[config.mk]
export PLATFORM = sky130hd
export DESIGN_NAME = mips32_fetch_buffer_flat
export DESIGN_NICKNAME = d
export VERILOG_FILES = /design/src/rtl/mips32_fetch_buffer_if.sv /design/src/rtl/mips32_fetch_buffer.sv /design/src/flat_wrapper.sv
export SDC_FILE = /design/constraint.sdc
export NUM_CORES = 1
export LEC_CHECK = 0
export BUFFER_PORTS_ARGS = -buffer_cell sky130_fd_sc_hd__clkbuf_2
export CAP_MARGIN = 10
export CORE_MARGIN = 2
export CORE_UTILIZATION = 53
export DETAILED_ROUTE_END_ITERATION = 12
export PLACE_DENSITY = 0.86
export SLEW_MARGIN = 5
export SYNTH_ARGS = -nofsm -noshare
export SYNTH_HDL_FRONTEND = slang
export SYNTH_SLANG_ARGS = --single-unit
[constraint.sdc]
create_clock -name clk1 -period 3.3 [get_ports clk1]
set_input_delay 0.66 -clock clk1 [delete_from_list [all_inputs] [get_ports clk1]]
set_output_delay 0.66 -clock clk1 [all_outputs]
set_load 0.05 [all_outputs]
[src/rtl/mips32_fetch_buffer_if.sv]
// Bus bundle between the fetch buffer, instruction memory and the IF stage.
// master = fetch buffer side, slave = memory / IF-stage side.
interface mips32_fetch_buffer_if #(
  parameter int AW = 10
);
  logic          imem_req;
  logic [AW-1:0] imem_addr;
  logic          imem_ack;
  logic [31:0]   imem_rdata;
  logic          ir_valid;
  logic [31:0]   ir_data;
  logic [31:0]   ir_npc;
  logic          ir_ready;

  modport master (
    output imem_req, imem_addr, ir_valid, ir_data, ir_npc,
    input  imem_ack, imem_rdata, ir_ready
  );

  modport slave (
    input  imem_req, imem_addr, ir_valid, ir_data, ir_npc,
    output imem_ack, imem_rdata, ir_ready
  );
endinterface

[src/rtl/mips32_fetch_buffer.sv]
// Instruction prefetch FIFO ahead of the mips32_core IF stage.
// Optional MIPS32_FB_HLT_STOP_EN: stop prefetching after a HLT word is pushed.
//
// state | meaning
// IDLE  | no request outstanding
// REQ   | request at fetch_pc outstanding; ack data is pushed
// DROP  | stale request (pre-redirect) outstanding; ack data is discarded
module mips32_fetch_buffer #(
  parameter int          DEPTH    = 4,
  parameter int          AW       = 10,
  parameter logic [31:0] RESET_PC = 32'd0
) (
  input  logic                   clk1,
  input  logic                   rst,
  input  logic                   redirect,
  input  logic [31:0]            redirect_pc,
  input  logic                   halted,
  mips32_fetch_buffer_if.master  bus
);
  localparam int PW = $clog2(DEPTH);
  localparam int CW = PW + 1;
  localparam logic [CW-1:0] FULL = CW'(DEPTH);

  typedef enum logic [1:0] {IDLE, REQ, DROP} state_t;

  state_t        state, state_nx;
  logic [31:0]   fetch_pc, fetch_pc_nx;
  logic [AW-1:0] drop_addr, drop_addr_nx;
  logic [31:0]   fifo_data [DEPTH];
  logic [31:0]   fifo_npc  [DEPTH];
  logic [PW-1:0] wr_ptr, rd_ptr;
  logic [CW-1:0] count, count_nx;
  logic          hlt_seen, hlt_seen_nx;
  logic          push, pop, issue, head_valid;

  assign head_valid = (count != '0);
  assign pop        = head_valid && bus.ir_ready && !redirect;

  always_comb begin
    state_nx     = state;
    fetch_pc_nx  = fetch_pc;
    drop_addr_nx = drop_addr;
    count_nx     = count;
    hlt_seen_nx  = hlt_seen;
    push         = (state == REQ) && bus.imem_ack && !redirect;

    if (redirect) begin
      count_nx    = '0;
      fetch_pc_nx = redirect_pc;
      hlt_seen_nx = 1'b0;
    end else begin
      if (push) fetch_pc_nx = fetch_pc + 32'd1;
      case ({push, pop})
        2'b10:   count_nx = count + CW'(1);
        2'b01:   count_nx = count - CW'(1);
        default: count_nx = count;
      endcase
`ifdef MIPS32_FB_HLT_STOP_EN
      if (push && (bus.imem_rdata[31:26] == 6'b111111)) hlt_seen_nx = 1'b1;
`endif
    end

    // Issue decision looks at post-update occupancy so a pop this cycle
    // lets the next request go out immediately.
    issue = (count_nx < FULL) && !halted && !hlt_seen_nx;

    case (state)
      IDLE: if (issue) state_nx = REQ;
      REQ: begin
        if (bus.imem_ack) begin
          state_nx = issue ? REQ : IDLE;
        end else if (redirect) begin
          state_nx     = DROP;
          drop_addr_nx = fetch_pc[AW-1:0];
        end
      end
      DROP: if (bus.imem_ack) state_nx = issue ? REQ : IDLE;
      default: state_nx = IDLE;
    endcase
  end

  always_ff @(posedge clk1) begin
    if (rst) begin
      state     <= IDLE;
      fetch_pc  <= RESET_PC;
      drop_addr <= '0;
      count     <= '0;
      wr_ptr    <= '0;
      rd_ptr    <= '0;
    end else begin
      state     <= state_nx;
      fetch_pc  <= fetch_pc_nx;
      drop_addr <= drop_addr_nx;
      count     <= count_nx;
      if (redirect) begin
        wr_ptr <= '0;
        rd_ptr <= '0;
      end else begin
        if (push) wr_ptr <= wr_ptr + PW'(1);
        if (pop)  rd_ptr <= rd_ptr + PW'(1);
      end
    end
  end

`ifdef MIPS32_FB_HLT_STOP_EN
  always_ff @(posedge clk1) begin
    if (rst) hlt_seen <= 1'b0;
    else     hlt_seen <= hlt_seen_nx;
  end
`else
  assign hlt_seen = 1'b0;
`endif

  always_ff @(posedge clk1) begin
    if (push) begin
      fifo_data[wr_ptr] <= bus.imem_rdata;
      fifo_npc[wr_ptr]  <= fetch_pc + 32'd1;
    end
  end

  // The outstanding address must not move while DROP waits for its ack.
  assign bus.imem_req  = (state != IDLE);
  assign bus.imem_addr = (state == DROP) ? drop_addr : fetch_pc[AW-1:0];
  assign bus.ir_valid  = head_valid;
  assign bus.ir_data   = head_valid ? fifo_data[rd_ptr] : 32'd0;
  assign bus.ir_npc    = head_valid ? fifo_npc[rd_ptr]  : 32'd0;
endmodule

[src/flat_wrapper.sv]
// flat-port wrapper written by rule: the top's interface ports become plain ports
module mips32_fetch_buffer_flat 
#(
  parameter int          DEPTH    = 4,
  parameter int          AW       = 10,
  parameter logic [31:0] RESET_PC = 32'd0
)
  (clk1, rst, redirect, redirect_pc, halted, bus_imem_req, bus_imem_addr, bus_ir_valid, bus_ir_data, bus_ir_npc, bus_imem_ack, bus_imem_rdata, bus_ir_ready);
  mips32_fetch_buffer_if #(.AW(AW)) bus_i ();
  input  logic clk1;
  input  logic rst;
  input  logic redirect;
  input  logic [31:0] redirect_pc;
  input  logic halted;
  output wire logic [$bits(bus_i.imem_req)-1:0] bus_imem_req;
  output wire logic [$bits(bus_i.imem_addr)-1:0] bus_imem_addr;
  output wire logic [$bits(bus_i.ir_valid)-1:0] bus_ir_valid;
  output wire logic [$bits(bus_i.ir_data)-1:0] bus_ir_data;
  output wire logic [$bits(bus_i.ir_npc)-1:0] bus_ir_npc;
  input wire logic [$bits(bus_i.imem_ack)-1:0] bus_imem_ack;
  input wire logic [$bits(bus_i.imem_rdata)-1:0] bus_imem_rdata;
  input wire logic [$bits(bus_i.ir_ready)-1:0] bus_ir_ready;
  assign bus_imem_req = bus_i.imem_req;
  assign bus_imem_addr = bus_i.imem_addr;
  assign bus_ir_valid = bus_i.ir_valid;
  assign bus_ir_data = bus_i.ir_data;
  assign bus_ir_npc = bus_i.ir_npc;
  assign bus_i.imem_ack = bus_imem_ack;
  assign bus_i.imem_rdata = bus_imem_rdata;
  assign bus_i.ir_ready = bus_ir_ready;
  mips32_fetch_buffer #(.DEPTH(DEPTH), .AW(AW), .RESET_PC(RESET_PC)) u_core (.clk1(clk1), .rst(rst), .redirect(redirect), .redirect_pc(redirect_pc), .halted(halted), .bus(bus_i));
endmodule
## Word-level counts from Yosys, hierarchy flattened

Memories as Yosys holds them, arrays and structs flattened. A register that Yosys moved wholly into a read port is not among the register bits.
Index checks and enable logic that the tools add are counted.

- Register bits after elaboration: 51
- Bits in latches: 0
- Memory bits (writable): 256
- Memory bits (read-only): 0
- Output and inout port bits: 76
- Logic and storage cells: 55
- Memories: 2

Memory list:

| memory | words | width | rd ports | clocked after memory_dff | write ports | line | text |
|---|---|---|---|---|---|---|---|
| u_core.fifo_data | 4 | 32 | 1 | 1 | 1 | mips32_fetch_buffer.sv:29 | `logic [31:0] fifo_data [DEPTH];` |
| u_core.fifo_npc | 4 | 32 | 1 | 1 | 1 | mips32_fetch_buffer.sv:30 | `logic [31:0] fifo_npc [DEPTH];` |

- $add $sub $neg: 5
- $mul: 0
- Div/mod/pow operators: 0
- Magnitude comparators: 1
- Eq/ne operators: 7
- Shifts and indexed selects: 0
- Mux-type cells: 19
- Bitwise logic cells: 1
- Reduce and logical (&&, ||, !) cells: 14

Operators by type and width:

| kind | number |
|---|---|
| two-way mux 32 bit | 4 |
| adder 32 x 1 -> 32 bit, second input constant | 1 |
| two-way mux 2 bit | 8 |
| two-way mux 10 bit | 1 |
| one-hot mux 2 bit (3 select lines) | 1 |
| one-hot mux 3 bit (2 select lines) | 1 |
| AND reduction 3 bit | 2 |
| logical AND 1 bit | 5 |
| adder 2 x 1 -> 2 bit, second input constant | 2 |
| equality test 2 x 1 -> 1 bit, second input constant | 2 |
| equality test 2 bit, second input constant | 2 |
| nonzero test 2 bit | 2 |
| adder 3 x 1 -> 3 bit, second input constant | 1 |
| < comparator 3 bit, second input constant | 1 |
| two-way mux 1 bit | 3 |
| two-way mux 3 bit | 1 |
| != test 3 bit, second input constant | 1 |
| nonzero test 3 bit | 1 |
| subtractor 3 x 1 -> 3 bit, second input constant | 1 |
| zero test 1 bit | 2 |
| zero test 2 bit | 1 |
| != test 2 x 1 -> 1 bit, second input constant | 1 |
| != test 2 bit, second input constant | 1 |
| OR reduction 2 bit | 1 |
| NOT 1 bit | 1 |

## Longest topological paths before layout

- Depth in word-level cells: 11
- Mapped depth: 11

## Least setup slack after synthesis

Ideal clock, no wire load.

- Kind: input -> register
- From: in redirect
- To: mem u_core.fifo_data[0][0] (enable)
- Arrival time: 2.880 ns
- Data required time: 2.871 ns
- Setup slack: -0.010 ns
- Cell stages on the path: 4
- Cells stage by stage: inv_1 clkbuf_1 clkbuf_1 and3_1

- Longest elaborated chain between the ends: 4

Ends and longest elaborated chain:

| item | line | text |
|---|---|---|
| start: declaration | flat_wrapper.sv:12 | `input logic redirect;` |
| zero test 1 bit | mips32_fetch_buffer.sv:45 | `push = (state == REQ) && bus.imem_ack && !redirect;` |
| logical AND 1 bit | mips32_fetch_buffer.sv:45 |  |
| two-way mux 1 bit | mips32_fetch_buffer.sv:115 | `if (push) begin` |
| two-way mux 1 bit (not written as such) | mips32_fetch_buffer.sv:116 | `fifo_data[wr_ptr] <= bus.imem_rdata;` |
| end: declaration | mips32_fetch_buffer.sv:29 |  |

Every way passes these cells.

==> out/results.tsv <==
stage	metric	value	unit
run_status	outcome	complete, no violations	
clocking	clk_path_buf_depth	3	
clocking	cts_sinks	309	
layout	fin_nets	1080	
drt	drt-total-wl	28.0	mm
sta	fin_crit	2.97	ns
grt	grt.overflow.total	0	
logic_synthesis	ys_ff_latch	309	
clocking	cts_max_level	1	
sta	setup_viol	0	
clocking	cts_buffers	31	
grt	grt_max_degree	67	
grt	track_usage	21.9	%
run	drv_cap	0	
drt	drtIter0Drc	677	
floorplanning	io_pins	146	
logic_synthesis	synthCells	861	
min_path	min-delay-start	bus_imem_rdata[4]	
floorplanning	die_h	162	um
floorplanning	die-area	26100	sq um
clocking	cts_tree	done	
logic_synthesis	synth_ff_type	edfxtp_1	
drt	avgRoutedWirePerCell	20.7	um
layout	num_antenna_cells	0	
drt	ant_nets	0	
sta	fin_setup_tns	0	ns
pwr	leakage	5.30	nW
sta	tightest_slew	0.653	ns
logic_synthesis	syn-cell-area	13200	sq um
logic_synthesis	synth_edf_count	256	
drt	drc	0	
layout	syn_to_final_growth	17.6	%
setup_path	worst-setup-path-type	reg2out	
setup_path	end_kind	output port	
clocking	cts_setup_buffers	0	
logic_synthesis	synth.distinct_cells	54	
floorplanning	chipWidth	162	um
drt	viasPerCell	5.89	
logic_synthesis	syn_avg_cell_area	15.3	sq um
sta	finClkSkew	0.0258	ns
drt	vias	7955	
clocking	clk_latency	0.56	ns
floorplanning	initial_core_util	54.1	%
setup_path	worst_ep_required_time	2.64	ns
grt	grt_first_pass_wirelength	44.7	mm
logic_synthesis	syn_nets	938	
sta	report.final.slew_viol_count	0	
sta	maxSlewHeadroom	56.5	%
placed_design	hpwl	17.8	mm
layout	drive_above_1_share	30.3	%
clocking	cts_hold_buf	0	
clocking	cts-root-buf	clkbuf_16	
layout	fillers	1728	
floorplanning	num_rows	57	
setup_path	cp.arrival	2.31	ns
sta	max_freq	336	MHz
setup_path	reg2reg_from	u_core.count[0]	
placed_design	gp_routability_congestion	0.861	
setup_path	critPathMaxFanout	25	
sta	hold_viol	0	
logic_synthesis	yosys_warnings	0	
sta	fin_crit_sh	90.1	%
sta	setup_slack	0.326	ns
logic_synthesis	async_flop_share	0	%
setup_path	cp-start-kind	flop	
placed_design	place_ws	0.616	ns
pwr	worst_ir_drop_vdd	405	uV
grt	grt_pass1_vias	8244	
pwr	power.density	548	nW/um^2
clocking	clk_pin_slew	0.06	ns
logic_synthesis	ys_seq_area_share	66.4	%
floorplanning	core	24300	sq um
grt	antenna_found_initial	0	
clocking	ctsResizeCount	0	
sta	grt_setup_unrepaired	false	
drt	dr.pass1.iters	5	
min_path	hold_class	in2reg	
placed_design	io_buffers	145	
state kept, by name, indices dropped and copies added, names as in the netlist, named ones only:
name and flops:
u_core.drop_addr 10, u_core.wr_ptr 2, u_core.rd_ptr 2, u_core.state 2, u_core.fifo_data 128, u_core.count 3
u_core.fetch_pc 32, u_core.fifo_npc 128
placed cells by master (no fill, tap or decap), types with 6 or more instances in the layout:
cell,netlist,layout
and2_1,66,66
a211oi_1,13,13
clkbuf_2,0,145
xor2_1,10,10
and4_1,11,11
dfxtp_1,53,51
clkbuf_16,0,31
and3_1,16,12
edfxtp_1,256,256
nand4_1,17,17
mux4_2,64,64
ha_1,6,6
nor4_1,11,10
a21oi_1,18,18
clkinv_2,0,6
buf_4,4,15
nor3_1,18,18
mux2_2,8,8
nor2_1,32,32
bufinv_16,0,7
nand2_1,51,51
o21ai_0,14,14
nand3_1,24,24
xnor2_1,35,35
inv_1,14,14
buf_12,0,10
where the power goes:
part / switching, mW / internal, mW / total [mW]
Combinational: 0.239 / 0.130 / 0.370
Sequential: 0.0634 / 4.28 / 4.34
Clock: 1.40 / 2.37 / 3.77
cells in the mapped netlist, drive strengths merged, types with 2 or more instances:
library cell    n  area, sq um
o211ai          3         22.5
and3           16          100
mux4           64         1440
or3             5         31.3
or4b            3         30.0
ha              6         75.1
mux2            8         90.1
a211oi         13         97.6
xnor2          35          307
nor3           18         90.1
and2           67          419
or4             6         48.8
o21ai          14         70.1
nand2          51          191
and4           11         96.3
inv            14         52.6
a311oi          5         43.8
a2111oi         5         43.8
nand3          26          140
clkbuf         36          135
buf            25          130
a21oi          18         90.1
o2111ai         2         17.5
or2             3         18.8
nor4           12         81.3
edfxtp        256         7690
xor2           10         87.6
dfxtp          53         1060
nand3b          2         15.0
nor2           32          120
nand4          18          119
o2111a          2         22.5
a32oi           5         43.8
nor2b           5         31.3
metrics by stage:
| stage | std cells | utilization, % | area [sq um] | power (mW) | hold WS, ns |
|---|---|---|---|---|---|
| floorplan | 861 | - | 13200 | 4.65 | 0.433 |
| global placement | 1294 | 59.1 | 14400 | 4.77 | 0.438 |
| detailed placement | 1294 | 59.1 | 14400 | 4.79 | 0.445 |
| CTS | 1351 | 63.7 | 15500 | 8.56 | 0.293 |
| global route | 1351 | 63.7 | 15500 | 8.72 | 0.316 |
| finish | 1351 | 63.7 | 15500 | 8.48 | 0.320 |
critical path: stages (launching register included):
cell and delay (ns):
dfxtp_2 0.74, buf_12 0.28, mux4_2 0.33, and2_1 0.19
clkbuf_2 0.23
worst paths after layout:
kind                                               end  slack, ns  cells after the start
worst max-delay path                   bus_ir_data[11]       0.33                      4
worst min register to register     u_core.drop_addr[4]       0.45                      2
worst max register to register         u_core.state[0]       0.78                      8
worst min-delay path            u_core.fifo_data[0][4]       0.32                      1
per-layer routing:
layer	routed length (um)	global-route usage [%]	vias to the layer above
met4	679	5.99	0
met1	11500	29.4	3959
met2	14000	37.7	316
met5	0	0	-
li1	-	-	3629
met3	1780	3.54	51
logic make-up after synthesis:
| logic type | count (synthesis) | synth area share, % |
|---|---|---|
| AO/OA/AOI/OAI | 74 | 3.90 |
| AND/OR/NAND/NOR | 278 | 11.8 |
| XOR/XNOR | 45 | 2.99 |
| adder cells (fa/ha/maj) | 7 | 0.722 |
| buffers and inverters | 75 | 2.41 |
| multiplexers | 73 | 11.7 |
| flip-flops | 309 | 66.4 |
layout make-up:
class | instances | area (sq um) | area share, %
timing repair buffer | 170 | 1040 | 6.71
clock buffer | 40 | 860 | 5.55
inverter | 14 | 52.6 | 0.339
multi-input combinational | 477 | 4110 | 26.6
tap | 324 | 405 | 2.62
clock inverter | 17 | 259 | 1.67
sequential | 309 | 8750 | 56.5
(Power assumes the default switching activity.)
